## config.mk

```make
export PLATFORM = sky130hd
export DESIGN_NAME = seq_pattern_detector
export DESIGN_NICKNAME = d
export VERILOG_FILES = /design/src/rtl/seq_pattern_detector.sv
export SDC_FILE = /design/constraint.sdc
export NUM_CORES = 1
export LEC_CHECK = 0
export ABC_AREA = 1
export CAP_MARGIN = 30
export CORE_ASPECT_RATIO = 1.5
export CORE_MARGIN = 2
export CORE_UTILIZATION = 49
export DETAILED_ROUTE_END_ITERATION = 12
export GPL_TIMING_DRIVEN = 0
export PLACE_DENSITY = 0.76
export SLEW_MARGIN = 20
export SYNTH_ARGS = -nofsm -noshare
export SYNTH_HDL_FRONTEND = slang
export SYNTH_SLANG_ARGS = --single-unit
```

## constraint.sdc

```tcl
create_clock -name i_clk -period 2.05 [get_ports i_clk]
set_input_delay 0.41 -clock i_clk [delete_from_list [all_inputs] [get_ports i_clk]]
set_output_delay 0.41 -clock i_clk [all_outputs]
set_load 0.03 [all_outputs]
```

## src/rtl/seq_pattern_detector.sv

```systemverilog
// -----------------------------------------------------------------------------
// seq_pattern_detector
//   Serial bit-pattern detector with a run-time configurable pattern, length
//   and overlap mode (up to MAX_LEN bits). Bits arrive MSB-of-pattern first,
//   qualified by i_in_valid. A match produces a registered one-cycle pulse on
//   o_detected and bumps a saturating match counter.
//
// Ports:
//   i_clk           clock, all logic on the rising edge
//   i_reset_n       synchronous active-low reset
//   i_cfg_load      latch i_cfg_pattern/i_cfg_len/i_cfg_overlap, restart search
//   i_cfg_pattern   pattern; bit [len-1] is received first, bit [0] last
//   i_cfg_len       pattern length (0 disables, >MAX_LEN clamps to MAX_LEN)
//   i_cfg_overlap   1 = overlapping matches allowed
//   i_clear_count   synchronous clear of o_match_count (wins over a match)
//   i_in_valid      i_in carries a new stream bit this cycle
//   i_in            serial data bit
//   o_detected      one-cycle match pulse, registered
//   o_match_count   saturating count of matches
// -----------------------------------------------------------------------------
module seq_pattern_detector #(
  parameter int                 MAX_LEN     = 8,
  parameter int                 CNT_W       = 16,
  parameter logic [MAX_LEN-1:0] RST_PATTERN = 8'b0001_1010,
  parameter int                 RST_LEN     = 5,
  parameter bit                 RST_OVERLAP = 1'b0,
  localparam int                LEN_W       = $clog2(MAX_LEN + 1)
) (
  input  logic               i_clk,
  input  logic               i_reset_n,
  input  logic               i_cfg_load,
  input  logic [MAX_LEN-1:0] i_cfg_pattern,
  input  logic [LEN_W-1:0]   i_cfg_len,
  input  logic               i_cfg_overlap,
  input  logic               i_clear_count,
  input  logic               i_in_valid,
  input  logic               i_in,
  output logic               o_detected,
  output logic [CNT_W-1:0]   o_match_count
);

  // Active configuration
  logic [MAX_LEN-1:0] r_pattern;
  logic [LEN_W-1:0]   r_len;
  logic               r_overlap;

  // Stream state
  logic [MAX_LEN-1:0] r_history;
  logic [LEN_W-1:0]   r_fill;
  logic               r_detected;
  logic [CNT_W-1:0]   r_match_count;

  logic [MAX_LEN-1:0] w_cand;
  logic [MAX_LEN-1:0] w_mask;
  logic               w_pat_eq;
  logic [LEN_W:0]     w_fill_inc;
  logic               w_full;
  logic [LEN_W-1:0]   w_fill_sat;
  logic               w_accept;
  logic               w_match;
  logic [LEN_W-1:0]   w_cfg_len;
  logic               w_cnt_max;

  // Candidate window including the bit arriving this cycle.
  assign w_cand = {r_history[MAX_LEN-2:0], i_in};

  // Only the low r_len bits take part in the comparison.
  for (genvar gi = 0; gi < MAX_LEN; gi++) begin : g_mask
    assign w_mask[gi] = (r_len > LEN_W'(gi));
  end

  assign w_pat_eq = (((w_cand ^ r_pattern) & w_mask) == '0);

  // One extra bit so fill+1 cannot wrap when MAX_LEN+1 is a power of two.
  assign w_fill_inc = {1'b0, r_fill} + (LEN_W + 1)'(1);
  assign w_full     = (w_fill_inc >= {1'b0, r_len});
  assign w_fill_sat = w_full ? r_len : w_fill_inc[LEN_W-1:0];

  // A config load in the same cycle swallows the data bit.
  assign w_accept = i_in_valid & ~i_cfg_load;
  assign w_match  = w_accept & (r_len != '0) & w_full & w_pat_eq;

  assign w_cfg_len = (i_cfg_len > LEN_W'(MAX_LEN)) ? LEN_W'(MAX_LEN) : i_cfg_len;
  assign w_cnt_max = &r_match_count;

  always_ff @(posedge i_clk) begin
    if (!i_reset_n) begin
      r_pattern     <= RST_PATTERN;
      r_len         <= LEN_W'(RST_LEN);
      r_overlap     <= RST_OVERLAP;
      r_history     <= '0;
      r_fill        <= '0;
      r_detected    <= 1'b0;
      r_match_count <= '0;
    end else begin
      r_detected <= w_match;

      if (i_cfg_load) begin
        r_pattern <= i_cfg_pattern;
        r_len     <= w_cfg_len;
        r_overlap <= i_cfg_overlap;
        r_history <= '0;
        r_fill    <= '0;
      end else if (w_accept) begin
        r_history <= w_cand;
        // Non-overlap mode restarts the fill so the next match needs len
        // fresh bits; the history itself keeps shifting either way.
        if (w_match && !r_overlap) begin
          r_fill <= '0;
        end else begin
          r_fill <= w_fill_sat;
        end
      end

      if (i_clear_count) begin
        r_match_count <= '0;
      end else if (w_match && !w_cnt_max) begin
        r_match_count <= r_match_count + CNT_W'(1);
      end
    end
  end

  assign o_detected    = r_detected;
  assign o_match_count = r_match_count;

endmodule

```

==> results.ini <==
[placed_design]
hpwl_um = 4350
place_congestion = 0.945
dp.cells = 447
place_area_mm2 = 0.00277
port_buffers = 34

[power_and_ir_drop]
power.density_mw_per_mm2 = 584
total_power_mw = 1.83
ir_drop_uv = 393
leakage_nw = 1.28

[finish]
syn_to_final_growth_pct = 33.4
fin_util_pct = 68.3
n_antenna_cell = 0
stdcell_count = 464
fin_area_mm2 = 0.00313
final_cell_mix = nand2_1 (92), dfxtp_1 (39), inv_1 (36), clkdlybuf4s50_1 (33), nor2_1 (29)
drive_gt1_share_pct = 17.3
n_fill_cell = 416
final_common_cell = nand2_1
nets = 424

[route]
vias = 2443
antenna_left = 0
dr.first_iter.drc_count = 127
drc = 0
wl_per_cell_um = 13.8
drt-total-wl_um = 6390
via_per_inst = 5.27
firstDrtPassIters = 4

[synth]
synth-compound-area-share_pct = 13.5
muxShareOfSynthArea_pct = 0
synth-seq-cells = 41
synth_area_mm2 = 0.00234
synth_simple_gate_area_share_pct = 35.0
synth_cell_types = 30
synth_top_family_by_area = simple AND/OR/NAND/NOR gates
synth_nets = 374
synth-xor-area-share_pct = 4.86
yosysWarnings = 0
synth_fa_ha_area_share_pct = 3.20
postSynthAreaPerCell_um2 = 6.72
synthCells = 349
synth-seq-area-share_pct = 35.0

[clock_network]
ctsRootBufferMaster = clkbuf_8
cts.path.max_buffers = 2
cts_made_buffers = 5
cts_tree = yes
hold_buffers = 0
clk_latency_ns = 0.29
clock_sinks = 41
cts-htree-levels = 2
clk_transition_reported_paths_ns = 0.08

[timing]
maxSlewViolCount = 0
finalWorstSetupSlack_ns = -0.0367
skew_ns = 0.00488
hold_viol = 0
fin_crit_ns = 2.09
finalCritPeriodShare_pct = 102
slew-limit-headroom_pct = 60.5
setup_viol = 14
worst_slew_pin_slew_ns = 0.593
max_freq_ghz = 0.479
rsz0062_at_grt = yes
whs_ns = 0.476

[hold_path]
hp-start = r_pattern[3]$_SDFFE_PN1P_
holdCritPathClass = reg2reg
worstHoldPathCells = 2
holdPathEnd = r_pattern[3]$_SDFFE_PN1P_

[setup_path]
critPathCaptureType = flip-flop
slowest_stage = dfxtp_2
path_delay_family = simple AND/OR/NAND/NOR gates
crit_fanout = 5
path_buf_inv = 2
rr_endpoint = o_match_count[4]$_SDFFE_PP0P_
cp_cell_sequence = ha_4 -> xor2_2 -> ha_1 -> nand2_1 -> inv_1 -> nand2_1 -> nand2_2 -> nand2_4 -> nand2_4 -> nand2_4 -> nor2_8 -> buf_6 -> nand3_2 -> a21oi_2
reg2reg_from = r_fill[1]$_SDFFE_PP0P_
cpPeakStageDelay_ns = 0.35
crit_top_cell = nand2_4
reg2reg_depth = 14
arrival_ns = 2.31
path_class = reg2reg
cp-start-kind = flip-flop
ff2ff_setup_slack_ns = -0.04
worst_ep_required_time_ns = 2.27

[floorplanning]
die_w_um = 60.5
die_h_um = 88.7
ios = 36
initial_core_util_pct = 51.2
dieArea_mm2 = 0.00537
coreArea_mm2 = 0.00458
rows = 30

[global_routing]
first_global_vias = 2297
grt_antenna_before_repair = 0
grt_first_pass_wirelength_um = 9900
grt_max_degree = 13
track_usage_pct = 24.4
grt.overflow.total = 0

[status]
outcome = complete, but fails checks
violations = setup timing

[flow_run]
cap_violations = 0

[Yosys cell counts]
library cell / instances / area share (%)
or2_1: 1 / 0.27
inv_2: 2 / 0.32
a21oi_1: 35 / 7.5
nor2_8: 1 / 0.85
nand3_4: 1 / 0.75
xnor2_1: 3 / 1.1
clkinv_2: 1 / 0.21
nand2_4: 2 / 0.96
nor2_2: 2 / 0.53
nand2_1: 96 / 15
clkbuf_1: 4 / 0.64
nor3_4: 1 / 0.69
a211oi_1: 1 / 0.32
o211ai_1: 2 / 0.64
buf_6: 2 / 0.96
nand4_1: 2 / 0.53
nor3_1: 4 / 0.85
xor2_1: 10 / 3.7
dfxtp_1: 41 / 35
nor2_4: 1 / 0.48
ha_1: 6 / 3.2
nand3_1: 33 / 7.0
o21ai_0: 22 / 4.7
nand3b_1: 1 / 0.32
nor2_1: 30 / 4.8
nor3_2: 1 / 0.43
buf_2: 2 / 0.43
a21oi_2: 1 / 0.37
nand2_2: 4 / 1.1
inv_1: 37 / 5.9
[worst register-to-register path, delay by kind of cell, from the launching register on]
family / cells / cell delay [ns]
XOR/XNOR: 1 / 0.15
AND/OR/NAND/NOR: 8 / 0.70
adder cells (fa/ha/maj): 2 / 0.49
buffers and inverters: 2 / 0.20
flip-flops: 1 / 0.35
AO/OA/AOI/OAI: 1 / 0.14
[flip-flops by register name, indices dropped and copies added (netlist names)]
name           cells
o_match_count     16
r_pattern          8
r_history          7
r_fill             4
r_len              4
o_detected         1
r_overlap          1
[worst max-delay path by stage]
stage,from,to,cells after the start
3_3_place_gp,i_in_valid,o_match_count[3]$_SDFFE_PP0P_,9
3_5_place_dp,i_in_valid,o_match_count[4]$_SDFFE_PP0P_,9
2_1_floorplan,r_fill[0]$_SDFFE_PP0P_,o_match_count[10]$_SDFFE_PP0P_,14
5_1_grt,r_fill[2]$_SDFFE_PP0P_,o_match_count[14]$_SDFFE_PP0P_,10
4_1_cts,r_fill[1]$_SDFFE_PP0P_,o_match_count[12]$_SDFFE_PP0P_,15
6_report,r_fill[1]$_SDFFE_PP0P_,o_match_count[4]$_SDFFE_PP0P_,14
[per-stage QoR]
| stage | setup slack [ns] | TNS [ns] |
|---|---|---|
| 5_1_grt | -0.159 | -2.17 |
| 6_report | -0.0367 | -0.354 |
| 2_1_floorplan | 0.0529 | 0 |
| 4_1_cts | 0.00549 | 0 |
| 3_5_place_dp | -0.304 | -4.55 |
| 3_3_place_gp | -0.278 | -4.14 |
[report_power, final]
part | total [mW] | switching (mW) | internal, mW
combinational | 0.309 | 0.179 | 0.130
sequential | 0.844 | 0.0212 | 0.823
clock | 0.673 | 0.276 | 0.397
[cell families (layout without fill, tap and decap cells)]
logic type / after synthesis / count (layout)
and+or+nand+nor: 180 / 180
adders and majority gates: 6 / 6
xor gates and xnor gates: 13 / 13
buffers and inverters: 48 / 99
DFF: 41 / 41
AOI/OAI and AO/OA: 61 / 61
[cell type report]
| type | count | area, µm² | area share [%] |
|---|---|---|---|
| Inverter | 40 | 151 | 4.84 |
| Buffer | 8 | 51.3 | 1.64 |
| Clock inverter | 1 | 30.0 | 0.960 |
| Tap cell | 64 | 80.1 | 2.56 |
| Multi-Input combinational cell | 260 | 1480 | 47.3 |
| Clock buffer | 7 | 86.3 | 2.76 |
| Timing Repair Buffer | 43 | 425 | 13.6 |
| Sequential cell | 41 | 823 | 26.3 |
[layer usage]
metal  global-route usage, %  share of wire, %  vias to the layer above
li1                        -                 -                     1225
met1                    25.2                38                     1113
met2                    45.8                54                       82
met3                    3.95               4.6                       23
met4                    12.1               3.3                        0
met5                       0                 0                        -
[repair_timing]
action,4_1_cts,5_1_grt
buffers inserted,5,3
gates resized for setup,17,31
endpoints found under the setup margin,20,20
cloned,1,0
pin swaps,5,23
Note: power is estimated with default switching activity, not from simulation.
==> edit, RTL diff (same flow settings) <==
Change the parameter `CNT_W` from 16 to 32.
--- a/src/rtl/seq_pattern_detector.sv
+++ b/src/rtl/seq_pattern_detector.sv
@@ -22,3 +22,3 @@
   parameter int                 MAX_LEN     = 8,
-  parameter int                 CNT_W       = 16,
+  parameter int                 CNT_W       = 32,
   parameter logic [MAX_LEN-1:0] RST_PATTERN = 8'b0001_1010,
Ports: changed (resized o_match_count); port bits go from 36 to 52. The function was not compared with the original's and may differ.
==> edit against the original RTL <==
- the flow still finishes with violations (setup timing)
- sequential cell count increased by 16
- design area increased by 55%
- via count grew 63%
- wire length increased by 78%
- setup slack worse by 24 ps
- critical endpoint is now o_match_count[20]
- power up 40%
- area after synthesis up 51%
- critical path type unchanged
==> edit: results <==
placed_design:
  dp_slack_ps: -401
  dpl.hpwl_mm: 8.23
  dpl_cell_area_mm2: 0.00416
  gp_congestion: 0.983
  port_buffers: 50
timing:
  setup_violations: 33
  timing.final.ws_setup_ps: -60.7
  tns_ps: -1250
  worst_pin_slew_ps: 673
hold_path:
  hold_class: "input pin to flop"
run_status:
  violations: "setup timing"
  status: "complete, but fails checks"
layout:
  nets: 668
  drive_above_1_share: 0.199
  largest_reg_flops: 32
worst_setup_path:
  endpoint: "o_match_count[20]"
  max_stage_delay_ps: 400
  ff2ff_path_depth: 11
  crit_start: "r_fill[2]"
power_and_ir_drop:
  powerComb_uw: 330
  peakVddDrop_mv: 0.550
  powerClk_mw: 1.07
synth:
  synthesis.nets: 593
  synth_cells: 568
  yosysSeqAreaShare: 0.321
  synth_common_cells: "nand2_1 (193), nor2_1 (70), dfxtp_1 (57), a21oi_1 (50), nand3_1 (43)"
routing:
  drtIter0Drc: 219
  vias: 3979
grt:
  grt_pass1_vias: 3706
  track_usage: 0.286
  use_met2: 0.543
cts:
  cts_resized: 49
  h-tree-depth: 3
## edit: changes by cell type in the layout (fill, tap and decap cells not counted), sizes merged, moves of 6 or more
cell | unedited run | this run
buf | 13 | 21
nand4 | 2 | 14
nor2 | 34 | 80
clkbuf | 11 | 17
dfxtp | 41 | 57
nand2 | 102 | 197
nand3 | 34 | 44
a21oi | 36 | 51
nand3b | 1 | 17
clkdlybuf4s50 | 33 | 47
## edit: cell type report
class / instances / area, um^2
multi-input cells: 452 / 2480
fillers: 649 / 2270
flip-flops and latches: 57 / 1160
repair buffers: 64 / 648
inverters: 44 / 165
clock buffers: 9 / 124
plain buffers: 15 / 108
well taps: 80 / 100
clock inverters: 7 / 71.3
## edit: cells by family (layout without fill, tap and decap cells)
family | after synthesis | in the layout | synth area share
AO/OA/AOI/OAI | 80 | 80 | 0.117
XOR/XNOR | 11 | 11 | 0.0271
adder cells (fa/ha/maj) | 6 | 6 | 0.0211
buffers and inverters | 59 | 139 | 0.0715
flip-flops | 57 | 57 | 0.321
AND/OR/NAND/NOR | 355 | 355 | 0.442
## edit: critical path: cells and delay by family, from the launching register on
kind | cells | cell delay (ps)
adder cells (fa/ha/maj) | 1 | 310
XOR/XNOR | 1 | 180
buffers and inverters | 1 | 200
flip-flops | 1 | 400
AND/OR/NAND/NOR | 7 | 820
AO/OA/AOI/OAI | 1 | 50
## edit: worst min path at each step
stage	end	start	slack [ps]
6_report	r_len[0]	i_reset_n	420
5_1_grt	r_len[2]	i_reset_n	460
4_1_cts	r_len[2]	i_reset_n	420
3_5_place_dp	r_history[6]	r_history[6]	470
3_3_place_gp	r_history[6]	r_history[6]	460
2_1_floorplan	r_history[6]	r_history[6]	440
